`config.mk`:
```
export PLATFORM = sky130hd
export DESIGN_NAME = mips_pipe_hazard_ctrl
export DESIGN_NICKNAME = d
export VERILOG_FILES = /design/src/rtl/mips_pipe_hazard_ctrl.sv
export SDC_FILE = /design/constraint.sdc
export NUM_CORES = 1
export LEC_CHECK = 0
export BUFFER_PORTS_ARGS = -buffer_cell sky130_fd_sc_hd__buf_2
export CORE_MARGIN = 5
export CORE_UTILIZATION = 38
export DETAILED_ROUTE_END_ITERATION = 10
export PLACE_DENSITY = 0.81
export REMOVE_ABC_BUFFERS = 1
export SETUP_SLACK_MARGIN = 0.3
export SYNTH_ARGS = -nofsm -noshare
export SYNTH_HDL_FRONTEND = slang
export SYNTH_SLANG_ARGS = --single-unit
```
`constraint.sdc`:
```
create_clock -name CLK -period 2 [get_ports CLK]
set_clock_uncertainty 0.2 [all_clocks]
set_input_delay 0.1 -clock CLK [delete_from_list [all_inputs] [get_ports CLK]]
set_output_delay 0.1 -clock CLK [all_outputs]
set_load 0.05 [all_outputs]
```
`src/rtl/mips_pipe_hazard_ctrl.sv`:
```
// mips_pipe_hazard_ctrl
//   Pipeline sequencer for the 5-stage MIPS core. Produces per-stage load
//   enables and flushes for PC, IF/ID, ID/EX, EX/MEM and MEM/WB from a small
//   registered FSM (RUN / MEM_WAIT / HALT / ERROR) plus the current stage
//   inputs. Handles load-use stalls, taken-branch squash, multi-cycle data
//   memory waits with a timeout, and HALT.
//
//   Optional feature: define PIPE_PERF_CNT_EN to build the saturating
//   stall/flush performance counters; otherwise both counter outputs are 0.
//
//   Control handshake: I_MEM_REQ/I_MEM_ACK form a level protocol. The MEM
//   stage holds I_MEM_REQ high while its access is outstanding; the access
//   completes in the cycle I_MEM_ACK is high. A cycle with I_MEM_REQ high and
//   I_MEM_ACK low freezes everything upstream of MEM/WB and sends a bubble
//   into WB.
module mips_pipe_hazard_ctrl #(
  parameter int REG_W       = 5,
  parameter int MEM_TIMEOUT = 15,
  parameter int CNT_W       = 32
) (
  input  logic             CLK,
  input  logic             RESET,
  input  logic [REG_W-1:0] I_ID_RS,
  input  logic [REG_W-1:0] I_ID_RT,
  input  logic             I_ID_USES_RT,
  input  logic             I_EX_MEMREAD,
  input  logic [REG_W-1:0] I_EX_RD,
  input  logic             I_BRANCH_TAKEN,
  input  logic             I_MEM_REQ,
  input  logic             I_MEM_ACK,
  input  logic             I_HALT,
  output logic             O_PC_EN,
  output logic             O_IF_ID_EN,
  output logic             O_ID_EX_EN,
  output logic             O_EX_MEM_EN,
  output logic             O_MEM_WB_EN,
  output logic             O_IF_ID_FLUSH,
  output logic             O_ID_EX_FLUSH,
  output logic             O_MEM_WB_BUBBLE,
  output logic [1:0]       O_STATE,
  output logic             O_HALTED,
  output logic             O_MEM_TIMEOUT,
  output logic [CNT_W-1:0] O_STALL_CNT,
  output logic [CNT_W-1:0] O_FLUSH_CNT
);

  // Wait counter only has to reach MEM_TIMEOUT-1.
  localparam int WAIT_W = (MEM_TIMEOUT > 1) ? $clog2(MEM_TIMEOUT) : 1;
  localparam logic [WAIT_W-1:0] WAIT_LAST = WAIT_W'(MEM_TIMEOUT - 1);

  typedef enum logic [1:0] {
    S_RUN      = 2'd0,
    S_MEM_WAIT = 2'd1,
    S_HALT     = 2'd2,
    S_ERROR    = 2'd3
  } state_t;

  state_t            r_state;
  logic [WAIT_W-1:0] r_wait_cnt;
  logic              r_halted;
  logic              r_mem_timeout;

  logic w_loaduse;
  logic w_memstall;
  logic w_active;
  logic w_freeze;
  logic w_flow;
  logic w_rule3;
  logic w_pc_en, w_if_id_en, w_id_ex_en, w_ex_mem_en, w_mem_wb_en;
  logic w_if_id_flush, w_id_ex_flush, w_bubble;

  assign w_loaduse  = I_EX_MEMREAD && (I_EX_RD != '0) &&
                      ((I_EX_RD == I_ID_RS) || (I_ID_USES_RT && (I_EX_RD == I_ID_RT)));
  assign w_memstall = I_MEM_REQ && !I_MEM_ACK;

  // RUN and MEM_WAIT are the only states that move the pipe; HALT is only
  // honoured from RUN (WB sees bubbles while waiting on memory).
  assign w_active = ((r_state == S_RUN) && !I_HALT) || (r_state == S_MEM_WAIT);
  assign w_freeze = w_active && w_memstall;
  assign w_flow   = w_active && !w_memstall;
  assign w_rule3  = w_flow && I_BRANCH_TAKEN;

  // Stage controls: freeze, branch squash, load-use bubble, or free flow.
  always_comb begin
    w_pc_en       = 1'b0;
    w_if_id_en    = 1'b0;
    w_id_ex_en    = 1'b0;
    w_ex_mem_en   = 1'b0;
    w_mem_wb_en   = 1'b0;
    w_if_id_flush = 1'b0;
    w_id_ex_flush = 1'b0;
    w_bubble      = 1'b0;
    if (w_freeze) begin
      w_mem_wb_en = 1'b1;
      w_bubble    = 1'b1;
    end else if (w_flow) begin
      if (I_BRANCH_TAKEN) begin
        // Squash wins over load-use: the stalled instruction is wrong-path.
        w_pc_en       = 1'b1;
        w_if_id_en    = 1'b1;
        w_id_ex_en    = 1'b1;
        w_ex_mem_en   = 1'b1;
        w_mem_wb_en   = 1'b1;
        w_if_id_flush = 1'b1;
        w_id_ex_flush = 1'b1;
      end else if (w_loaduse) begin
        // Hold PC and IF/ID one cycle, insert NOP into ID/EX.
        w_id_ex_flush = 1'b1;
        w_ex_mem_en   = 1'b1;
        w_mem_wb_en   = 1'b1;
      end else begin
        w_pc_en     = 1'b1;
        w_if_id_en  = 1'b1;
        w_id_ex_en  = 1'b1;
        w_ex_mem_en = 1'b1;
        w_mem_wb_en = 1'b1;
      end
    end
  end

  // Everything is quiet while RESET is held.
  assign O_PC_EN         = !RESET && w_pc_en;
  assign O_IF_ID_EN      = !RESET && w_if_id_en;
  assign O_ID_EX_EN      = !RESET && w_id_ex_en;
  assign O_EX_MEM_EN     = !RESET && w_ex_mem_en;
  assign O_MEM_WB_EN     = !RESET && w_mem_wb_en;
  assign O_IF_ID_FLUSH   = !RESET && w_if_id_flush;
  assign O_ID_EX_FLUSH   = !RESET && w_id_ex_flush;
  assign O_MEM_WB_BUBBLE = !RESET && w_bubble;

  assign O_STATE       = r_state;
  assign O_HALTED      = r_halted;
  assign O_MEM_TIMEOUT = r_mem_timeout;

  // Sequencer FSM with wait counter and sticky halt/timeout flags.
  always_ff @(posedge CLK or posedge RESET) begin
    if (RESET) begin
      r_state       <= S_RUN;
      r_wait_cnt    <= '0;
      r_halted      <= 1'b0;
      r_mem_timeout <= 1'b0;
    end else begin
      case (r_state)
        S_RUN: begin
          if (I_HALT) begin
            r_state  <= S_HALT;
            r_halted <= 1'b1;
          end else if (w_memstall) begin
            r_state    <= S_MEM_WAIT;
            r_wait_cnt <= '0;
          end
        end
        S_MEM_WAIT: begin
          if (!w_memstall) begin
            // Ack wins over a timeout reached in the same cycle.
            r_state    <= S_RUN;
            r_wait_cnt <= '0;
          end else if (r_wait_cnt == WAIT_LAST) begin
            r_state       <= S_ERROR;
            r_mem_timeout <= 1'b1;
          end else begin
            r_wait_cnt <= r_wait_cnt + 1'b1;
          end
        end
        default: begin
          r_state <= r_state;
        end
      endcase
    end
  end

`ifdef PIPE_PERF_CNT_EN
  logic [CNT_W-1:0] r_stall_cnt;
  logic [CNT_W-1:0] r_flush_cnt;
  logic             w_stall_inc;

  assign w_stall_inc = ((r_state == S_RUN) || (r_state == S_MEM_WAIT)) && !w_pc_en;

  // Saturating stall and branch-flush counters.
  always_ff @(posedge CLK or posedge RESET) begin
    if (RESET) begin
      r_stall_cnt <= '0;
      r_flush_cnt <= '0;
    end else begin
      if (w_stall_inc && (r_stall_cnt != '1)) r_stall_cnt <= r_stall_cnt + 1'b1;
      if (w_rule3 && (r_flush_cnt != '1))     r_flush_cnt <= r_flush_cnt + 1'b1;
    end
  end

  assign O_STALL_CNT = r_stall_cnt;
  assign O_FLUSH_CNT = r_flush_cnt;
`else
  assign O_STALL_CNT = '0;
  assign O_FLUSH_CNT = '0;
`endif

endmodule

```
# Word level (Yosys, flattened, before mapping)
# Index checks and enable logic that the tools add are counted.
# word_totals
regBits,8
latchBits,0
ramBits,0
rom_bits,0
in_bits,23
output_inout_bits,76
elab_cells,65
mem_count,0
# op_classes
n_addsub,1
multipliers,0
n_div,0
order_cmp,0
eq_ne,9
shifts,0
n_mux,25
bitwise_logic,0
reduce_logical,26
# op_table
cell,count
2-to-1 mux 4 bit,4
2-to-1 mux 1 bit,15
logical AND 1 bit,13
equality test 5 bit,2
2-to-1 mux 2 bit,4
case mux 4 bit (2 select lines),1
"!= test 3 bit, second input constant",2
AND reduction 3 bit,2
nonzero test 5 bit,1
"adder 4 x 1 -> 4 bit, second input constant",1
"equality test 4 bit, second input constant",1
logical NOT 1 bit,4
"!= test 2 bit, second input constant",2
case mux 2 bit (2 select lines),1
AND reduction 4 bit,1
"!= test 3 x 2 -> 1 bit, second input constant",1
"equality test 2 x 1 -> 1 bit, second input constant",1
logical NOT 2 bit,1
logical OR 1 bit,2
AND reduction 2 bit,1
nonzero test 2 bit,1

# Logic depth before layout (Yosys ltp)
# depth
word_depth,9
depth_mapped,6
ltp_nobuf,6

# Least setup slack after synthesis
# Ideal clock, no wire load.
# synth_path
path_type,reg2out
from,register r_state[0] (netlist: O_STATE[0])
to,output port O_ID_EX_FLUSH
t_arrival_ns,3.188
required_ns,1.700
path_slack_ns,-1.488
path_stages_with_launch,5
path_cell_list,dfrtp_1 nor2b_1 a2111oi_2 and2_1 o21bai_1
# synth_via
elab_chain_cells,7
elab_cells_between_ends,9
# synth_rtl
element,line_no,text
from (decl),58,state_t r_state;
from (signal assigned),166,r_state <= r_state;
logical NOT 2 bit,78,assign w_active = ((r_state == S_RUN) && !I_HALT) || (r_state == S_MEM_WAIT);
logical AND 1 bit,78,
logical OR 1 bit (*),78,
logical AND 1 bit,80,assign w_flow = w_active && !w_memstall;
2-to-1 mux 1 bit,96,end else if (w_flow) begin
2-to-1 mux 1 bit (*),93,if (w_freeze) begin
logical AND 1 bit (*),128,assign O_ID_EX_FLUSH = !RESET && w_id_ex_flush;
to (decl),38,"output logic O_ID_EX_FLUSH,"
# Every way passes the cells marked *; elsewhere a longest branch is shown, timed or not.

# Worst setup path after layout
# Same ends and word-level chain as after synthesis.

==> run_results.csv <==
group,metric,value,unit
worst_setup_path,worstPathCellList,"nor2b_2 > a2111oi_4 > and2_4 > o21bai_1 > buf_4",
timing,period_share,0.921,
logic_synthesis,synth_area,1100,um2
routing,drt_iter0_markers,14,
global_routing,antenna_found_initial,0,
hold_path,hold_end,"O_STATE[0]",
worst_setup_path,required,1.70,ns
pwr,power,0.000756,W
worst_setup_path,crit_fanout,3,
pwr,leakagePower,0.692,nW
worst_setup_path,r2r_end,"O_STATE[0]",
finish,drive_above_1_share,0.326,
worst_setup_path,crit_arrival,1.54,ns
timing,final.min_clock_period,1.84,ns
timing,drv_slew,0,
finish,layout_common_cells,"conb_1, buf_2, xor2_1",
logic_synthesis,ys_seq_area_frac,0.182,
finish,syn2layout_area_growth,12.8,%
clock_tree,root_buffer,"clkbuf_4",
place,io_buffers,34,
finish,antennaDiodeCount,0,
clock_tree,numCtsBuffers,3,
finish,final_util,0.451,
routing,drtAntennaViolNets,0,
routing,wl,2440,um
floorplan,die_area,4080,um2
global_routing,grt_max_degree,9,
worst_setup_path,worstSetupEndpointType,"output pin",
floorplan,die_x,63.9,um
finish,fill_cells,269,
timing,rsz0062_at_grt,"true",
global_routing,overflow,0,
timing,max_freq,0.543,GHz
floorplan,core,2760,um2
worst_setup_path,cp_top_family,"compound AO/OA/AOI/OAI gates",
logic_synthesis,synth-edff-count,0,
place,placed_area,1070,um2
logic_synthesis,synthFlopType,"dfrtp_1",
logic_synthesis,syn_inst,134,
hold_path,hp-start,"I_MEM_REQ",
routing,vias,865,
logic_synthesis,synth_cell_types,30,
routing,drt-vias-per-instance,4.14,
floorplan,start_util,0.400,
timing,finalSetupViolations,0,
clock_tree,clock_latency,0.26,ns
run_status,status,"complete, no violations",
place,dp_hpwl,1900,um
routing,drtPass1Iterations,4,
routing,wl_per_cell,11.7,um
hold_path,min_path_type,"primary input to flop",
logic_synthesis,netlist_top_cells_area,"buf_4, dfrtp_1, xor2_1",
timing,fin_ws,0.158,ns
place,place_congestion,0.769,
finish,nets,205,
finish,stdcell_area,1240,um2
worst_setup_path,crit_type,"flop to output pin",
global_routing,grt_pass1_wl,3040,um
clock_tree,htree_levels,1,
logic_synthesis,yosysWarningCount,0,
logic_synthesis,syn_avg_cell_area,8.23,um2
clock_tree,clock-sinks,8,
logic_synthesis,yosysTopAreaCell,"buf_4",
worst_setup_path,start_kind,"flop",
timing,hold_viol,0,
logic_synthesis,netlist.area_leader.share,0.449,
hold_path,hold_path_depth,3,
global_routing,grt_pass1_vias,702,
place,dp_slack,0.246,ns
floorplan,die_height,63.9,um
logic_synthesis,async_flop_share,1.00,
clock_tree,clock_path_buffers,2,
worst_setup_path,r2r_slack,0.32,ns
routing,drc,0,
worst_setup_path,path_buf_inv,1,
worst_setup_path,critPathLaunch,"O_STATE[0]",
clock_tree,clkTransAtPathRegs,0.05,ns
pwr,power_density,608,nW/um2
worst_setup_path,max_stage_delay,0.35,ns
logic_synthesis,ys_ff_latch,8,
run,cap_violations,0,
worst_setup_path,rr_worst_depth,5,
floorplan,rows,19,
global_routing,grtUsageTotal,0.0933,
pwr,ir_worst_vdd,0.608,mV
finish,final_common_cell,"conb_1",
clock_tree,tritoncts,"yes",
worst_setup_path,r2r-start,"O_STATE[1]",
worst_setup_path,cp_slowest_cell,"dfrtp_1",
floorplan,ios,99,
==> Yosys cell counts, types with 2 or more instances <==
cell type  number
nor2_1          5
xor2_1          9
dfrtp_1         8
or3_1           2
a21o_1          2
o21ai_0         3
inv_1           5
buf_4          66
nor3_1          2
nand2b_1        2
o31ai_1         2
nand2_1         2
nand3_1         2
nand3b_1        2
a21oi_1         4
ha_1            2
or4_1           2
nor4_1          2
==> flip-flops by register name, summed over array words and instances (netlist names) <==
name and flops:
O_HALTED 1, O_MEM_TIMEOUT 1, O_STATE 2, r_wait_cnt 4
==> per-layer routing <==
layer	wire [um]	vias up	share of wire	track usage
met1	830	396	0.34	0.0922
met2	1280	57	0.52	0.161
met5	0	-	0	0
met4	82	0	0.034	0.0779
met3	246	8	0.10	0.0245
li1	-	404	-	-
==> worst reg2reg max path: cells and delay by family, from the launching register on <==
kind            cells  cell delay [ns]
buf+inv             2             0.71
compound gates      1             0.11
flops               1             0.44
simple gates        2             0.14
==> cell families after synthesis <==
kind of cell / count (synthesis) / synth area share
other: 1 / 0.00340
muxes: 1 / 0.00908
and+or+nand+nor: 24 / 0.126
AOI/OAI and AO/OA: 17 / 0.111
xor gates and xnor gates: 10 / 0.0795
DFF: 8 / 0.182
buffers and inverters: 71 / 0.467
adders and majority gates: 2 / 0.0227
==> through the flow <==
stage | TNS, ns | std cells | hold slack (ns)
floorplan | -8.93 | 131 | -0.284
global placement | 0 | 199 | -0.103
detailed placement | 0 | 199 | -0.103
CTS | 0 | 206 | 0.0294
global route | 0 | 209 | 0.0681
finish | 0 | 209 | 0.0626
==> where the power goes <==
part,total (W),leakage [nW],switching (W),internal [W]
Clock,0.000126,0.0138,0.0000570,0.0000688
Sequential,0.000181,0.102,0.00000657,0.000174
Combinational,0.000449,0.576,0.000373,0.0000764
==> cell type report <==
| cell class | instances | area (um2) | area share |
|---|---|---|---|
| Clock buffer | 3 | 22.5 | 0.0181 |
| Inverter | 5 | 21.3 | 0.0171 |
| Multi-Input combinational cell | 118 | 674 | 0.542 |
| Sequential cell | 8 | 201 | 0.162 |
| Tap cell | 31 | 38.8 | 0.0312 |
| Timing Repair Buffer | 44 | 285 | 0.229 |
==> how the worst max path moves through the flow <==
stage | to | cells after the start
CTS | O_ID_EX_FLUSH | 4
global route | O_ID_EX_FLUSH | 5
detailed placement | O_ID_EX_FLUSH | 4
global placement | O_ID_EX_FLUSH | 4
floorplan | O_ID_EX_EN | 3
finish | O_ID_EX_FLUSH | 5
==> repair_timing <==
item | 4_1_cts | 5_1_grt
resized for setup | 5 | 22
buffers inserted | 2 | 3
endpoints found under the setup margin | 7 | 9
pin swaps | 1 | 4
endpoints found under the hold margin | 9 | 0
hold buffers | 2 | 0
(Power assumes the default switching activity.)
